### src/rtl/io_pkg.sv
// rtl/io_pkg.sv - shared encodings and defaults for the decimal input path
package io_pkg;

  typedef enum logic [1:0] {
    IDLE = 2'd0,
    REQ  = 2'd1,
    DROP = 2'd2,
    RESP = 2'd3
  } io_state_t;

  localparam int          IO_DW      = 16;
  localparam int          IO_TO_W    = 16;
  localparam logic [15:0] IO_TIMEOUT = 16'hFFFF;

  // Index width for an n-entry one-hot vector; never below one bit.
  function automatic int idx_w(input int n);
    return (n > 1) ? $clog2(n) : 1;
  endfunction

endpackage

### src/rtl/rr_pick.sv
// rtl/rr_pick.sv - combinational round-robin picker starting after the last owner
module rr_pick
  import io_pkg::*;
#(
  parameter int NREQ = 2,
  parameter int IW   = idx_w(NREQ)
) (
  input  logic [NREQ-1:0] req,
  input  logic [IW-1:0]   ptr,
  output logic [NREQ-1:0] gnt,
  output logic [IW-1:0]   idx,
  output logic            any
);

  logic [IW-1:0] cand;

  // Scan ptr+1 .. ptr+NREQ so the previous owner is considered last.
  always_comb begin
    gnt  = '0;
    idx  = '0;
    any  = 1'b0;
    cand = '0;
    for (int i = 1; i <= NREQ; i++) begin
      cand = IW'((int'(ptr) + i) % NREQ);
      if (!any && req[cand]) begin
        any       = 1'b1;
        gnt[cand] = 1'b1;
        idx       = cand;
      end
    end
  end

endmodule

### src/rtl/inp_arbiter.sv
// rtl/inp_arbiter.sv - round-robin arbiter sharing the input unit among requesters
module inp_arbiter
  import io_pkg::*;
#(
  parameter int              DW      = IO_DW,
  parameter int              NREQ    = 2,
  parameter int              TO_W    = IO_TO_W,
  parameter logic [TO_W-1:0] TIMEOUT = TO_W'(IO_TIMEOUT)
) (
  input  logic            clk,
  input  logic            rst_b,
  input  logic [NREQ-1:0] cli_req,
  output logic [NREQ-1:0] cli_ack,
  output logic [DW-1:0]   cli_data,
  output logic [NREQ-1:0] grant,
  output logic            busy,
  output logic            timeout_err,
  output logic            inp_req,
  input  logic            inp_ack,
  input  logic [DW-1:0]   inp_data
);

  localparam int IW = idx_w(NREQ);

  io_state_t       state_q, state_d;
  logic [IW-1:0]   ptr_q, ptr_d;
  logic [IW-1:0]   own_q, own_d;
  logic [TO_W-1:0] cnt_q, cnt_d;
  logic [DW-1:0]   data_q, data_d;
  logic [NREQ-1:0] cli_ack_d;
  logic [DW-1:0]   cli_data_d;
  logic [NREQ-1:0] grant_d;
  logic            busy_d;
  logic            timeout_err_d;
  logic            inp_req_d;

  logic [NREQ-1:0] pick_gnt;
  logic [IW-1:0]   pick_idx;
  logic            pick_any;

  rr_pick #(
    .NREQ (NREQ),
    .IW   (IW)
  ) u_pick (
    .req (cli_req),
    .ptr (ptr_q),
    .gnt (pick_gnt),
    .idx (pick_idx),
    .any (pick_any)
  );

  always_comb begin
    state_d       = state_q;
    ptr_d         = ptr_q;
    own_d         = own_q;
    cnt_d         = cnt_q;
    data_d        = data_q;
    cli_ack_d     = cli_ack;
    cli_data_d    = cli_data;
    grant_d       = grant;
    busy_d        = busy;
    timeout_err_d = timeout_err;
    inp_req_d     = inp_req;

    case (state_q)
      IDLE: begin
        if (pick_any) begin
          grant_d       = pick_gnt;
          own_d         = pick_idx;
          inp_req_d     = 1'b1;
          busy_d        = 1'b1;
          timeout_err_d = 1'b0;
          cnt_d         = '0;
          state_d       = REQ;
        end
      end

      REQ: begin
        if (inp_ack) begin
          data_d    = inp_data;
          inp_req_d = 1'b0;
          state_d   = DROP;
        end else if (cnt_q == TIMEOUT - TO_W'(1)) begin
          // Unit never answered: finish the transaction with a zero result.
          data_d        = '0;
          inp_req_d     = 1'b0;
          timeout_err_d = 1'b1;
          state_d       = DROP;
        end else if (cnt_q != {TO_W{1'b1}}) begin
          cnt_d = cnt_q + TO_W'(1);
        end
      end

      DROP: begin
        if (!inp_ack) begin
          if (cli_req[own_q]) begin
            cli_ack_d        = '0;
            cli_ack_d[own_q] = 1'b1;
            cli_data_d       = data_q;
            state_d          = RESP;
          end else begin
            // Owner already withdrew; result is discarded.
            grant_d = '0;
            ptr_d   = own_q;
            busy_d  = 1'b0;
            state_d = IDLE;
          end
        end
      end

      RESP: begin
        if (!cli_req[own_q]) begin
          cli_ack_d = '0;
          grant_d   = '0;
          ptr_d     = own_q;
          busy_d    = 1'b0;
          state_d   = IDLE;
        end
      end

      default: begin
        state_d = IDLE;
      end
    endcase
  end

  always_ff @(posedge clk or negedge rst_b) begin
    if (!rst_b) begin
      state_q     <= IDLE;
      ptr_q       <= IW'(NREQ - 1);
      own_q       <= '0;
      cnt_q       <= '0;
      data_q      <= '0;
      cli_ack     <= '0;
      cli_data    <= '0;
      grant       <= '0;
      busy        <= 1'b0;
      timeout_err <= 1'b0;
      inp_req     <= 1'b0;
    end else begin
      state_q     <= state_d;
      ptr_q       <= ptr_d;
      own_q       <= own_d;
      cnt_q       <= cnt_d;
      data_q      <= data_d;
      cli_ack     <= cli_ack_d;
      cli_data    <= cli_data_d;
      grant       <= grant_d;
      busy        <= busy_d;
      timeout_err <= timeout_err_d;
      inp_req     <= inp_req_d;
    end
  end

endmodule

### config.mk
export PLATFORM = sky130hd
export DESIGN_NAME = inp_arbiter
export DESIGN_NICKNAME = d
export VERILOG_FILES = /design/src/rtl/io_pkg.sv /design/src/rtl/rr_pick.sv /design/src/rtl/inp_arbiter.sv
export SDC_FILE = /design/constraint.sdc
export NUM_CORES = 1
export LEC_CHECK = 0
export BUFFER_PORTS_ARGS = -buffer_cell sky130_fd_sc_hd__buf_2
export CAP_MARGIN = 25
export CORE_MARGIN = 2
export CORE_UTILIZATION = 31
export CTS_CLUSTER_DIAMETER = 40
export DETAILED_ROUTE_END_ITERATION = 12
export GPL_TIMING_DRIVEN = 0
export PLACE_DENSITY = 0.49
export SLEW_MARGIN = 20
export SYNTH_ARGS = -nofsm -noshare
export SYNTH_HDL_FRONTEND = slang
export SYNTH_SLANG_ARGS = --single-unit
### constraint.sdc
create_clock -name clk -period 3.1 [get_ports clk]
set_input_delay 0.62 -clock clk [delete_from_list [all_inputs] [get_ports clk]]
set_output_delay 0.62 -clock clk [all_outputs]
set_load 0.01 [all_outputs]
Word-level counts from Yosys, hierarchy flattened:

Index checks and enable logic that the tools add are counted.

* add/sub/neg operators: 3
* eq/ne operators: 14
* reduce and logical (&&, ||, !) cells: 20
* order comparisons: 6
* muxes and demuxes: 53
* bitwise logic cells: 2

Operators by type and width (count)
* 16-bit 2-to-1 mux: 6
* 16-bit case mux with 2 select lines: 1
* 2-bit 2-to-1 mux: 13
* 1-bit 2-to-1 mux: 23
* 16-bit by 1-bit adder with 16-bit output (second input constant): 1
* 16-bit equality test (second input constant): 1
* 16-bit inequality test (second input constant): 1
* 2-bit inequality test (second input constant): 8
* 4-bit AND reduction: 3
* 3-bit AND reduction: 3
* 2-bit case mux with 4 select lines: 1
* 1-bit by 2-bit less-than comparator with 1-bit output (second input constant): 3
* 1-bit case mux with 2 select lines: 3
* 2-bit case mux with 3 select lines: 1
* 2-bit AND reduction: 3
* 2-bit nonzero test: 3
* 5-bit AND reduction: 1
* 2-bit equality test (second input constant): 2
* 1-bit logical AND: 4
* 2-bit case mux with 2 select lines: 1
* 1-bit demux with 1-bit select: 3
* 1-bit >= comparator (second input constant): 3
* 3-bit inequality test (second input constant): 1
* 1-bit case mux with 3 select lines: 1
* 7 further kinds: 8

* input bits: 21
* bits in registers: 59
* output and inout bits: 23
* word-level logic and storage cells: 109

Logic depth before layout (Yosys ltp):

Gate-level depths: netlist of the first run.

* word-level depth: 10
* depth in mapped cells: 8

By module:

From an unflattened synthesis of the first run, not the netlist that was laid out.

* cell total of the unflattened synthesis: 242
* area total of the unflattened synthesis: 2745.1 um^2

By module, submodules not included
* inp_arbiter: area an instance 2712.6 um^2, cells each 237, sequential area each 1477.7 um^2, instances 1
* rr_pick: area an instance 32.5 um^2, cells each 5, sequential area each 0.0 um^2, instances 1

Worst setup path before layout of the first run:

OpenSTA, ideal clock, no wires.

* path kind: in2reg
* from: input port cli_req[0]
* to: register cli_data[0]
* slack: 1237 ps
* data arrival time: 1739 ps
* path buffers: 3
* setup time: 125 ps
* stages: 6
* data required time: 2975 ps
* cells stage by stage: clkbuf_2 mux2i_2 nand2b_1 buf_6 buf_8 mux2_2

* word-level cells in the longest chain between the ends: 3

Ends and longest elaborated chain
* from (decl): line inp_arbiter.sv:12 `input logic [NREQ-1:0] cli_req,`
* 1-bit 2-to-1 mux (not written as such) (2 in series): line inp_arbiter.sv:96 `if (cli_req[own_q]) begin`
* 3-bit AND reduction (no source line)
* to (signal assigned): line inp_arbiter.sv:147 `cli_data <= cli_data_d;`
* to (decl): line inp_arbiter.sv:14 `output logic [DW-1:0] cli_data,`

Every way passes these cells. The select of a mux whose other input is x is not followed.
A chain may end at the register's enable or synchronous reset.

Final worst setup path of the first run:

* from: register own_q
* to: register cli_data[14]

* word-level cells in the longest chain between the ends: 3

Ends and longest elaborated chain
* from (decl): line inp_arbiter.sv:27 `logic [IW-1:0] own_q, own_d;`
* from (signal assigned): line inp_arbiter.sv:143 `own_q <= own_d;`
* 1-bit 2-to-1 mux (not written as such) (2 in series): line inp_arbiter.sv:96
* 3-bit AND reduction (no source line)

Every way passes these cells. The select of a mux whose other input is x is not followed.

==> impl_metrics.py, run 1 <==
metrics = {
    "status": {
        "result_of_the_run": "finished, final reports clean",
    },
    "yosys": {
        "synthesis.yosys.warnings": 0,
        "synth_largest_area_cell": "dfrtp_1",
        "synth_area_leaders": "dfrtp_1, mux2_2, a22o_1",
        "dominant_combinational_cell_family_by_area_after_synthesis": "compound AO/OA/AOI/OAI gates",
        "synth-edff-count": 0,
        "postSynth.topFlopCell": "dfrtp_1",
        "synth_compound_gate_area_share_pct": 16.8,
        "postSynthCellCount": 245,
        "post_synth_xor_area_fraction_pct": 0,
        "netlist.area_leader.share_pct": 53.5,
        "synth_adder_area_share_pct": 0.923,
        "syn_nets": 268,
        "syn-mean-instance-area_sq_um": 11.1,
        "async_reset_ff_share_pct": 100,
        "ys_seq_elements": 59,
        "mappedNetlistArea_sq_um": 2710,
        "share_of_synthesized_area_occupied_by_flip_flops_and_latches_pct": 54.5,
        "ys_types": 45,
        "synth_simple_gate_area_share_pct": 16.4,
        "synth.area.mux_share_pct": 7.29,
    },
    "die": {
        "die_area_sq_um": 9510,
        "die_h_um": 97.5,
        "fp-row-count": 34,
        "die_width_um": 97.5,
        "floorplan.initialDensity_pct": 31.6,
        "core_area_sq_um": 8590,
        "floorplan.io_pins": 44,
    },
    "final_layout": {
        "layout.cells.most_common_list": "dfrtp_1, buf_2, nand2_1",
        "net_count_of_the_finished_layout": 319,
        "antenna_diode_instance_count": 0,
        "multiInputGateArea_sq_um": 1120,
        "fillerInstances": 858,
        "layout.area.seq_sq_um": 1480,
        "layout_commonest_cell": "dfrtp_1",
        "area.growth.synth_to_final_pct": 19.6,
        "drive_gt1_share_pct": 29.9,
        "layout.core_utilization_pct": 37.7,
    },
    "route": {
        "postRouteAntennaNets": 0,
        "avgViaCountPerCell": 4.93,
        "route.vias.total": 2015,
        "wire_per_inst_um": 14.0,
        "remaining_drc_errors": 0,
        "detail_route.wirelength_um": 5720,
        "drt-initial-drc-count": 115,
        "firstDrtPassIters": 4,
    },
    "worst_setup_path": {
        "timing.critical_path.arrival_ps": 2020,
        "worstSetupEndpointType": "flip-flop",
        "worstSetupStartpoint": "own_q",
        "r2r-start": "own_q",
        "worstSetupPathType": "flip-flop to flip-flop",
        "r2r.worst_path.cells": 5,
        "critical_path_peak_fanout": 10,
        "setup.worst_path.start_class": "flip-flop",
        "crit_required_ps": 3310,
        "timing.rr.end": "cli_data[14]",
        "ff2ff_setup_slack_ps": 1280,
    },
    "timing": {
        "worst-slew-pin-transition_ps": 756,
        "report.final.slew_viol_count": 0,
        "fin_worst_hold_slack_ps": 354,
        "hold_viol_final": 0,
        "fin_worst_skew_ps": 10.6,
        "rsz0062_at_grt": "no",
        "max_slew_margin_pct": 49.6,
        "setup_total_negative_slack_ps": 0,
        "layout_worst_path_cycle_share_pct": 58.6,
        "fmax_mhz": 550,
        "report.final.setup_viol": 0,
        "period_minus_slack_ps": 1820,
    },
    "power": {
        "p_total_mw": 2.91,
        "power_switching_share_pct": 34.1,
        "logic_gate_share_of_total_power_pct": 34.9,
        "internal_power_mw": 1.92,
        "p_leak_nw": 1.57,
        "peakVddDrop_uv": 224,
        "pwr-share-seq_pct": 41.2,
        "power_density_nw_per_um2": 897,
        "total_switching_power_uw": 992,
        "power.clock.fraction_pct": 23.8,
    },
    "clock_network": {
        "cts_setup_buffers": 0,
        "clock_tree.htree_level_count": 3,
        "ctsHoldBuffers": 0,
        "worstSkewPairLatency_ps": 330,
        "cts.clk_slew.worst_paths_ps": 70,
        "post_cts_resize_count": 0,
        "cts_tree": "built",
        "tritoncts_num_sinks": 59,
        "cts_made_buffers": 9,
        "ctsRootBufferMaster": "clkbuf_8",
        "cts-root-to-sink-buffers": 2,
    },
    "grt": {
        "grt_antenna_before_repair": 0,
        "overflow": 0,
        "grt_pass1_wl_um": 9790,
        "vias_in_the_first_global_route": 1954,
        "global_route.usage.total_pct": 12.7,
        "largest_net_degree_at_the_start_of_global_routing": 60,
    },
    "placed_design": {
        "detailed_place_hpwl_um": 3830,
        "gp_routability_congestion": 0.741,
        "numPortBuffers": 40,
    },
    "run": {
        "max-cap-violations": 0,
    },
    "worst_hold_path": {
        "hold_path.class": "primary input to async pin",
    },
}
Yosys cell counts (2+ instances only):
cell      number
dfrtp_1       58
nand2_1       22
nor2_1        19
o21ai_0       19
a22o_1        16
mux2_2        15
nand3_1       12
nand2b_1       7
a21o_1         6
nor3_1         6
and3_1         4
buf_2          4
inv_1          4
a21oi_1        3
a31oi_1        3
buf_6          3
nand4_1        3
o41ai_1        3
or3_1          3
a211o_1        2
a22oi_1        2
a32o_1         2
and4_4         2
clkbuf_1       2
clkbuf_2       2
ha_1           2
nor2b_1        2
o21a_1         2
kinds of logic after synthesis:
group / count (synthesis)
muxes: 17
AOI/OAI and AO/OA: 63
DFF: 59
buffers and inverters: 18
adders and majority gates: 2
and+or+nand+nor: 86
per-stage QoR:
| step | instance area, sq um | instances | setup slack [ps] |
|---|---|---|---|
| final | 3240 | 409 | 1280 |
| after detailed placement | 3050 | 393 | 1040 |
| after floorplan | 2710 | 245 | 1240 |
| after CTS | 3240 | 409 | 1280 |
| after global placement | 3050 | 393 | 1020 |
| after global routing | 3240 | 409 | 1190 |
worst max-delay path, stage by stage (launching register included):
cell and delay, ps:
dfrtp_1 480, mux2i_2 400, nand2b_1 180, buf_6 150, buf_8 150, mux2_2 330
layer usage:
metal,vias up,share of wire (%),track usage [%]
met5,-,0,0
met4,0,1.6,5.13
met3,10,4.4,3.31
met2,43,41,17.5
met1,961,53,18.8
li1,1001,-,-
final cells by class:
type,count,share of cell area (%)
clock buffer,11,4.36
buffer,14,3.01
tap,108,4.17
multi-input combinational,168,34.6
clock inverter,5,1.62
sequential,59,45.6
timing repair buffer,40,6.25
inverter,4,0.463
sequential cells by signal (all words and copies together) (netlist names):
name         cells
cli_data        16
data_q          16
timeout_err      1
cli_ack          2
inp_req          1
state_q          2
own_q            1
grant            2
ptr_q            1
cnt_q           16
busy             1
how the worst max path moves through the flow:
stage / slack [ps] / to
final: 1280 / cli_data[14]
after global routing: 1190 / cli_data[3]
after CTS: 1280 / cli_data[14]
after detailed placement: 1040 / data_q[5]
after global placement: 1020 / data_q[8]
after floorplan: 1240 / cli_data[0]
power by group through the flow:
| stage | clock (mW) | sequential [mW] | combinational (mW) |
|---|---|---|---|
| after floorplan | 0 | 1.26 | 0.643 |
| after global placement | 0 | 1.21 | 1.02 |
| after detailed placement | 0 | 1.22 | 1.02 |
| after CTS | 0.717 | 1.20 | 1.03 |
| after global routing | 0.757 | 1.24 | 1.13 |
| final | 0.693 | 1.20 | 1.02 |
Note: power is estimated with default switching activity, not from simulation.
==> inputs of run 2 (changes only) <==
--- a/config.mk
+++ b/config.mk
@@ -12,7 +12,7 @@
 export CTS_CLUSTER_DIAMETER = 40
 export DETAILED_ROUTE_END_ITERATION = 12
 export GPL_TIMING_DRIVEN = 0
-export PLACE_DENSITY = 0.49
+export PLACE_DENSITY = 0.51
 export SLEW_MARGIN = 20
 export SYNTH_ARGS = -nofsm -noshare
 export SYNTH_HDL_FRONTEND = slang
==> constraint.sdc (replaced) <==
create_clock -name clk -period 1.6 [get_ports clk]
set_input_delay 0.32 -clock clk [delete_from_list [all_inputs] [get_ports clk]]
set_output_delay 0.32 -clock clk [all_outputs]
set_load 0.01 [all_outputs]
==> impl_metrics.py, run 2 (synthesis results as in run 1) <==
metrics = {
    "status": {
        "result_of_the_run": "finished, final reports clean",
    },
    "worst_setup_path": {
        "worst_path_max_delay_cell": "dfrtp_1",
        "setup.worst_path.start_class": "flip-flop",
        "r2r-start": "cnt_q[6]",
        "worstSetupPathDepth": 6,
        "timing.rr.end": "data_q[10]",
        "r2r.worst_path.cells": 6,
        "crit_required_ps": 1820,
        "worstPathBufferInverterCount": 1,
        "cpLargestDelayFamily": "simple AND/OR/NAND/NOR gates",
        "critical_path_peak_fanout": 10,
        "ff2ff_setup_slack_ps": 1,
        "crit_path_cell_trace": "and4_4, and4b_2, and2_4, o21ai_4, buf_6, a22o_1",
        "timing.critical_path.arrival_ps": 1820,
        "delay_of_the_slowest_critical_path_stage_ps": 360,
        "worstSetupEndpointType": "flip-flop",
        "worstSetupPathType": "flip-flop to flip-flop",
    },
    "worst_hold_path": {
        "hold_path.class": "primary input to async pin",
    },
    "timing": {
        "max_slew_margin_pct": 50.0,
        "period_minus_slack_ps": 1600,
        "rsz0062_at_grt": "yes",
        "layout_worst_path_cycle_share_pct": 99.9,
        "hold_viol_final": 0,
        "fin_worst_skew_ps": 6.37,
        "final_critical_path_setup_slack_ps": 1.40,
        "report.final.slew_viol_count": 0,
        "worst-slew-pin-transition_ps": 749,
        "report.final.setup_viol": 0,
        "fmax_mhz": 626,
    },
    "placed_design": {
        "gp_routability_congestion": 0.783,
        "detailed_place_hpwl_um": 3800,
        "place_ws_ps": -179,
        "numPortBuffers": 40,
    },
    "die": {
        "floorplan.io_pins": 44,
        "floorplan.initialDensity_pct": 31.6,
        "fp-row-count": 34,
        "die_h_um": 97.5,
        "core_area_sq_um": 8590,
        "die_area_sq_um": 9510,
        "die_width_um": 97.5,
    },
    "clock_network": {
        "clock_tree.htree_level_count": 3,
        "cts_tree": "built",
        "cts-root-to-sink-buffers": 2,
        "worstSkewPairLatency_ps": 330,
        "ctsRootBufferMaster": "clkbuf_8",
        "cts_made_buffers": 9,
        "cts.clk_slew.worst_paths_ps": 70,
        "tritoncts_num_sinks": 59,
    },
    "route": {
        "detail_route.wirelength_um": 6360,
        "firstDrtPassIters": 4,
        "remaining_drc_errors": 0,
        "route.vias.total": 2196,
        "postRouteAntennaNets": 0,
        "avgViaCountPerCell": 5.00,
        "wire_per_inst_um": 14.5,
        "drt-initial-drc-count": 169,
    },
    "final_layout": {
        "reg.largest.list": "cli_data x16, cnt_q x16, data_q x16",
        "drive_gt1_share_pct": 43.8,
        "layout.cells.most_common_list": "dfrtp_1, buf_2, buf_4",
        "area.growth.synth_to_final_pct": 32.0,
        "multiInputGateArea_sq_um": 1220,
        "fillerInstances": 829,
        "layout.area.seq_sq_um": 1480,
        "net_count_of_the_finished_layout": 350,
        "antenna_diode_instance_count": 0,
        "layout_commonest_cell": "dfrtp_1",
    },
    "run": {
        "max-cap-violations": 0,
    },
    "power": {
        "peakVddDrop_uv": 396,
        "p_total_mw": 5.91,
        "power_density_nw_per_um2": 1650,
        "p_leak_nw": 1.74,
    },
    "grt": {
        "grt_pass1_wl_um": 10300,
        "largest_net_degree_at_the_start_of_global_routing": 60,
        "vias_in_the_first_global_route": 2135,
        "grt_antenna_before_repair": 0,
        "global_route.usage.total_pct": 13.4,
        "overflow": 0,
    },
}
run 2: repair_timing:
action,4_1_cts,5_1_grt
gates resized for setup,11,27
endpoints found under the setup margin,46,43
buffers inserted,21,10
pin swaps,4,4
gates cloned,0,1
hold buffers,0,0
run 2: worst max-delay path by stage:
stage / startpoint / end / slack (ps)
floorplan: own_q / cli_data[0] / 5
global placement: own_q / cli_data[0] / -190
detailed placement: inp_ack / data_q[10] / -180
CTS: cnt_q[0] / cnt_q[7] / 5
global route: cnt_q[6] / data_q[9] / -50
finish: cnt_q[6] / data_q[10] / 1
run 2: final cells by class:
type	instances	area share (%)
multi-input combinational	169	34.0
timing repair buffer	71	12.3
buffer	13	3.39
tap	108	3.78
sequential	59	41.5
clock inverter	5	0.839
clock buffer	10	3.85
inverter	4	0.420
run 2: worst register-to-register path, cell delays in order (launching register included):
cell and delay (ps):
dfrtp_1 360, and4_4 260, and4b_2 290, and2_4 180, o21ai_4 60, buf_6 140, a22o_1 180
run 2: power breakdown:
| part | switching (mW) | total [mW] | internal, mW |
|---|---|---|---|
| Combinational | 1.17 | 2.39 | 1.23 |
| Sequential | 0.302 | 2.33 | 2.03 |
| Clock | 0.593 | 1.18 | 0.586 |
run 2: per-layer routing:
metal / GRT usage [%] / share of wire, % / up-vias
met2: 19.6 / 44 / 64
met4: 7.05 / 2.1 / 0
met3: 2.81 / 4.7 / 12
met1: 18.6 / 49 / 1067
met5: 0 / 0 / -
li1: - / - / 1053
run 2: metrics by stage:
| step | area (sq um) | instances | util [%] | hold WS (ps) | setup TNS, ps |
|---|---|---|---|---|---|
| 3_5_place_dp | 3050 | 393 | 35.5 | 446 | -4510 |
| 4_1_cts | 3410 | 429 | 39.7 | 77.5 | 0 |
| 6_report | 3580 | 439 | 41.6 | 49.6 | 0 |
| 3_3_place_gp | 3050 | 393 | 35.5 | 459 | -4770 |
| 2_1_floorplan | 2710 | 245 | - | 24.4 | 0 |
| 5_1_grt | 3580 | 439 | 41.6 | 124 | -618 |
==> inputs of run 3 (changes only) <==
--- a/config.mk
+++ b/config.mk
@@ -7,6 +7,7 @@
 export LEC_CHECK = 0
 export BUFFER_PORTS_ARGS = -buffer_cell sky130_fd_sc_hd__buf_2
 export CAP_MARGIN = 25
+export CORE_ASPECT_RATIO = 1.5
 export CORE_MARGIN = 2
 export CORE_UTILIZATION = 31
 export CTS_CLUSTER_DIAMETER = 40
==> impl_metrics.py, run 3 (synthesis results as in run 1) <==
metrics = {
    "status": {
        "result_of_the_run": "complete, but fails checks",
        "failed_checks": "negative setup slack",
    },
    "clock_network": {
        "cts.clk_slew.worst_paths_ps": 50,
        "ctsHoldBuffers": 0,
        "cts_made_buffers": 9,
        "cts-root-to-sink-buffers": 2,
        "tritoncts_num_sinks": 59,
        "worstSkewPairLatency_ps": 320,
        "cts_tree": "built",
        "ctsRootBufferMaster": "clkbuf_16",
        "clock_tree.htree_level_count": 3,
    },
    "placed_design": {
        "numPortBuffers": 40,
        "place_inst": 392,
        "postPlaceCellArea_sq_um": 3050,
        "detailed_place_hpwl_um": 4050,
        "gp_routability_congestion": 0.764,
    },
    "power": {
        "p_total_mw": 7.07,
        "p_leak_nw": 1.87,
        "peakVddDrop_uv": 716,
        "power_density_nw_per_um2": 1840,
    },
    "grt": {
        "overflow": 0,
        "grt_pass1_wl_um": 10600,
        "grt_antenna_before_repair": 0,
        "global_route.usage.total_pct": 14.2,
        "largest_net_degree_at_the_start_of_global_routing": 60,
        "vias_in_the_first_global_route": 2210,
    },
    "final_layout": {
        "layout.core_utilization_pct": 45.4,
        "instances_no_fill": 446,
        "reg.largest.list": "cli_data x16, cnt_q x16, data_q x16",
        "drive_gt1_share_pct": 44.8,
        "layout_commonest_cell": "dfrtp_1",
        "area.growth.synth_to_final_pct": 41.9,
        "antenna_diode_instance_count": 0,
        "net_count_of_the_finished_layout": 357,
        "final_cell_area_sq_um": 3850,
        "layout.cells.most_common_list": "dfrtp_1, buf_2, buf_4",
    },
    "die": {
        "core_area_sq_um": 8460,
        "fp-row-count": 41,
        "floorplan.io_pins": 44,
        "die_h_um": 119,
        "die_width_um": 80.4,
        "die_area_sq_um": 9530,
        "floorplan.initialDensity_pct": 32.0,
    },
    "worst_hold_path": {
        "hold_path.class": "primary input to async pin",
    },
    "timing": {
        "fin_worst_skew_ps": 6.58,
        "layout_worst_path_cycle_share_pct": 101,
        "final_critical_path_setup_slack_ps": -22.8,
        "hold_viol_final": 0,
        "report.final.setup_viol": 14,
        "report.final.slew_viol_count": 0,
        "fmax_mhz": 616,
        "max_slew_margin_pct": 48.9,
        "rsz0062_at_grt": "yes",
        "worst-slew-pin-transition_ps": 766,
        "setup_total_negative_slack_ps": -177,
        "period_minus_slack_ps": 1620,
    },
    "route": {
        "detail_route.wirelength_um": 6670,
        "drt-initial-drc-count": 184,
        "remaining_drc_errors": 0,
        "postRouteAntennaNets": 0,
        "route.vias.total": 2296,
        "wire_per_inst_um": 15.0,
        "firstDrtPassIters": 4,
        "avgViaCountPerCell": 5.15,
    },
    "worst_setup_path": {
        "worstSetupPathType": "flip-flop to flip-flop",
        "critical_path_peak_fanout": 8,
        "worstSetupEndpointType": "flip-flop",
        "ff2ff_setup_slack_ps": -20,
        "r2r-start": "cnt_q[5]",
        "delay_of_the_slowest_critical_path_stage_ps": 400,
        "timing.rr.end": "data_q[3]",
        "crit_required_ps": 1810,
        "worst_path_max_delay_cell": "dfrtp_1",
        "r2r.worst_path.cells": 6,
        "crit_path_cell_trace": "and4_4, and4b_2, and2_4, o21ai_4, buf_12, a22o_1",
        "timing.critical_path.arrival_ps": 1830,
        "setup.worst_path.start_class": "flip-flop",
    },
    "run": {
        "max-cap-violations": 0,
    },
}
==> run 3: cell types whose count changed in the layout (fill, tap and decap cells not counted), moves of 2 or more <==
cell	previous run	this run
clkbuf_16	0	10
nor2_4	0	2
clkbuf_4	0	2
buf_4	31	36
clkbuf_8	10	1
clkinvlp_4	2	0
nor2_2	4	2
bufinv_16	0	3
buf_2	42	40
o21ai_0	17	15
==> run 3: repair_timing <==
action,CTS,global route
pin swaps,3,8
endpoints found under the setup margin,49,42
cloned,1,2
resized for setup,18,25
setup buffers,24,12
endpoints found under the hold margin,0,0
==> run 3: power breakdown <==
group | switching [mW] | internal [mW]
logic | 1.22 | 1.30
registers | 0.305 | 2.04
clock network | 0.646 | 1.56
total | 2.17 | 4.89
==> run 3: worst max path at each step <==
stage,slack (ps),to,startpoint
global placement,-190,cli_data[12],own_q
global route,-70,data_q[2],cnt_q[5]
detailed placement,-200,cli_data[13],own_q
CTS,-2,data_q[12],cnt_q[13]
floorplan,5,cli_data[0],own_q
finish,-20,data_q[3],cnt_q[5]
==> run 3: routing by layer <==
layer  part of all wire (%)  vias up  track usage (%)
li1                       -     1075                -
met1                     41     1150             16.7
met2                     53       60             24.0
met3                    4.5       11             3.28
met4                    2.0        0             6.78
met5                      0        -                0
==> run 3: through the flow <==
stage               hold WS, ps  setup slack [ps]
CTS                         107             -1.84
finish                     66.7             -22.8
global route                139             -71.8
detailed placement          449              -203
floorplan                  24.4              5.41
global placement            460              -188
==> run 3: final cells by class <==
class	instances	area, sq um
inverters	4	15.0
plain buffers	13	121
flip-flops and latches	59	1480
repair buffers	78	522
clock inverters	5	100
fillers	830	4620
clock buffers	11	243
well taps	107	134
multi-input cells	169	1230
==> run 3: worst max-delay path, delay by kind of cell (launching register included) <==
kind	cells	cell delay, ps
AO/OA/AOI/OAI	2	260
buffers and inverters	1	150
flip-flops	1	400
AND/OR/NAND/NOR	3	700
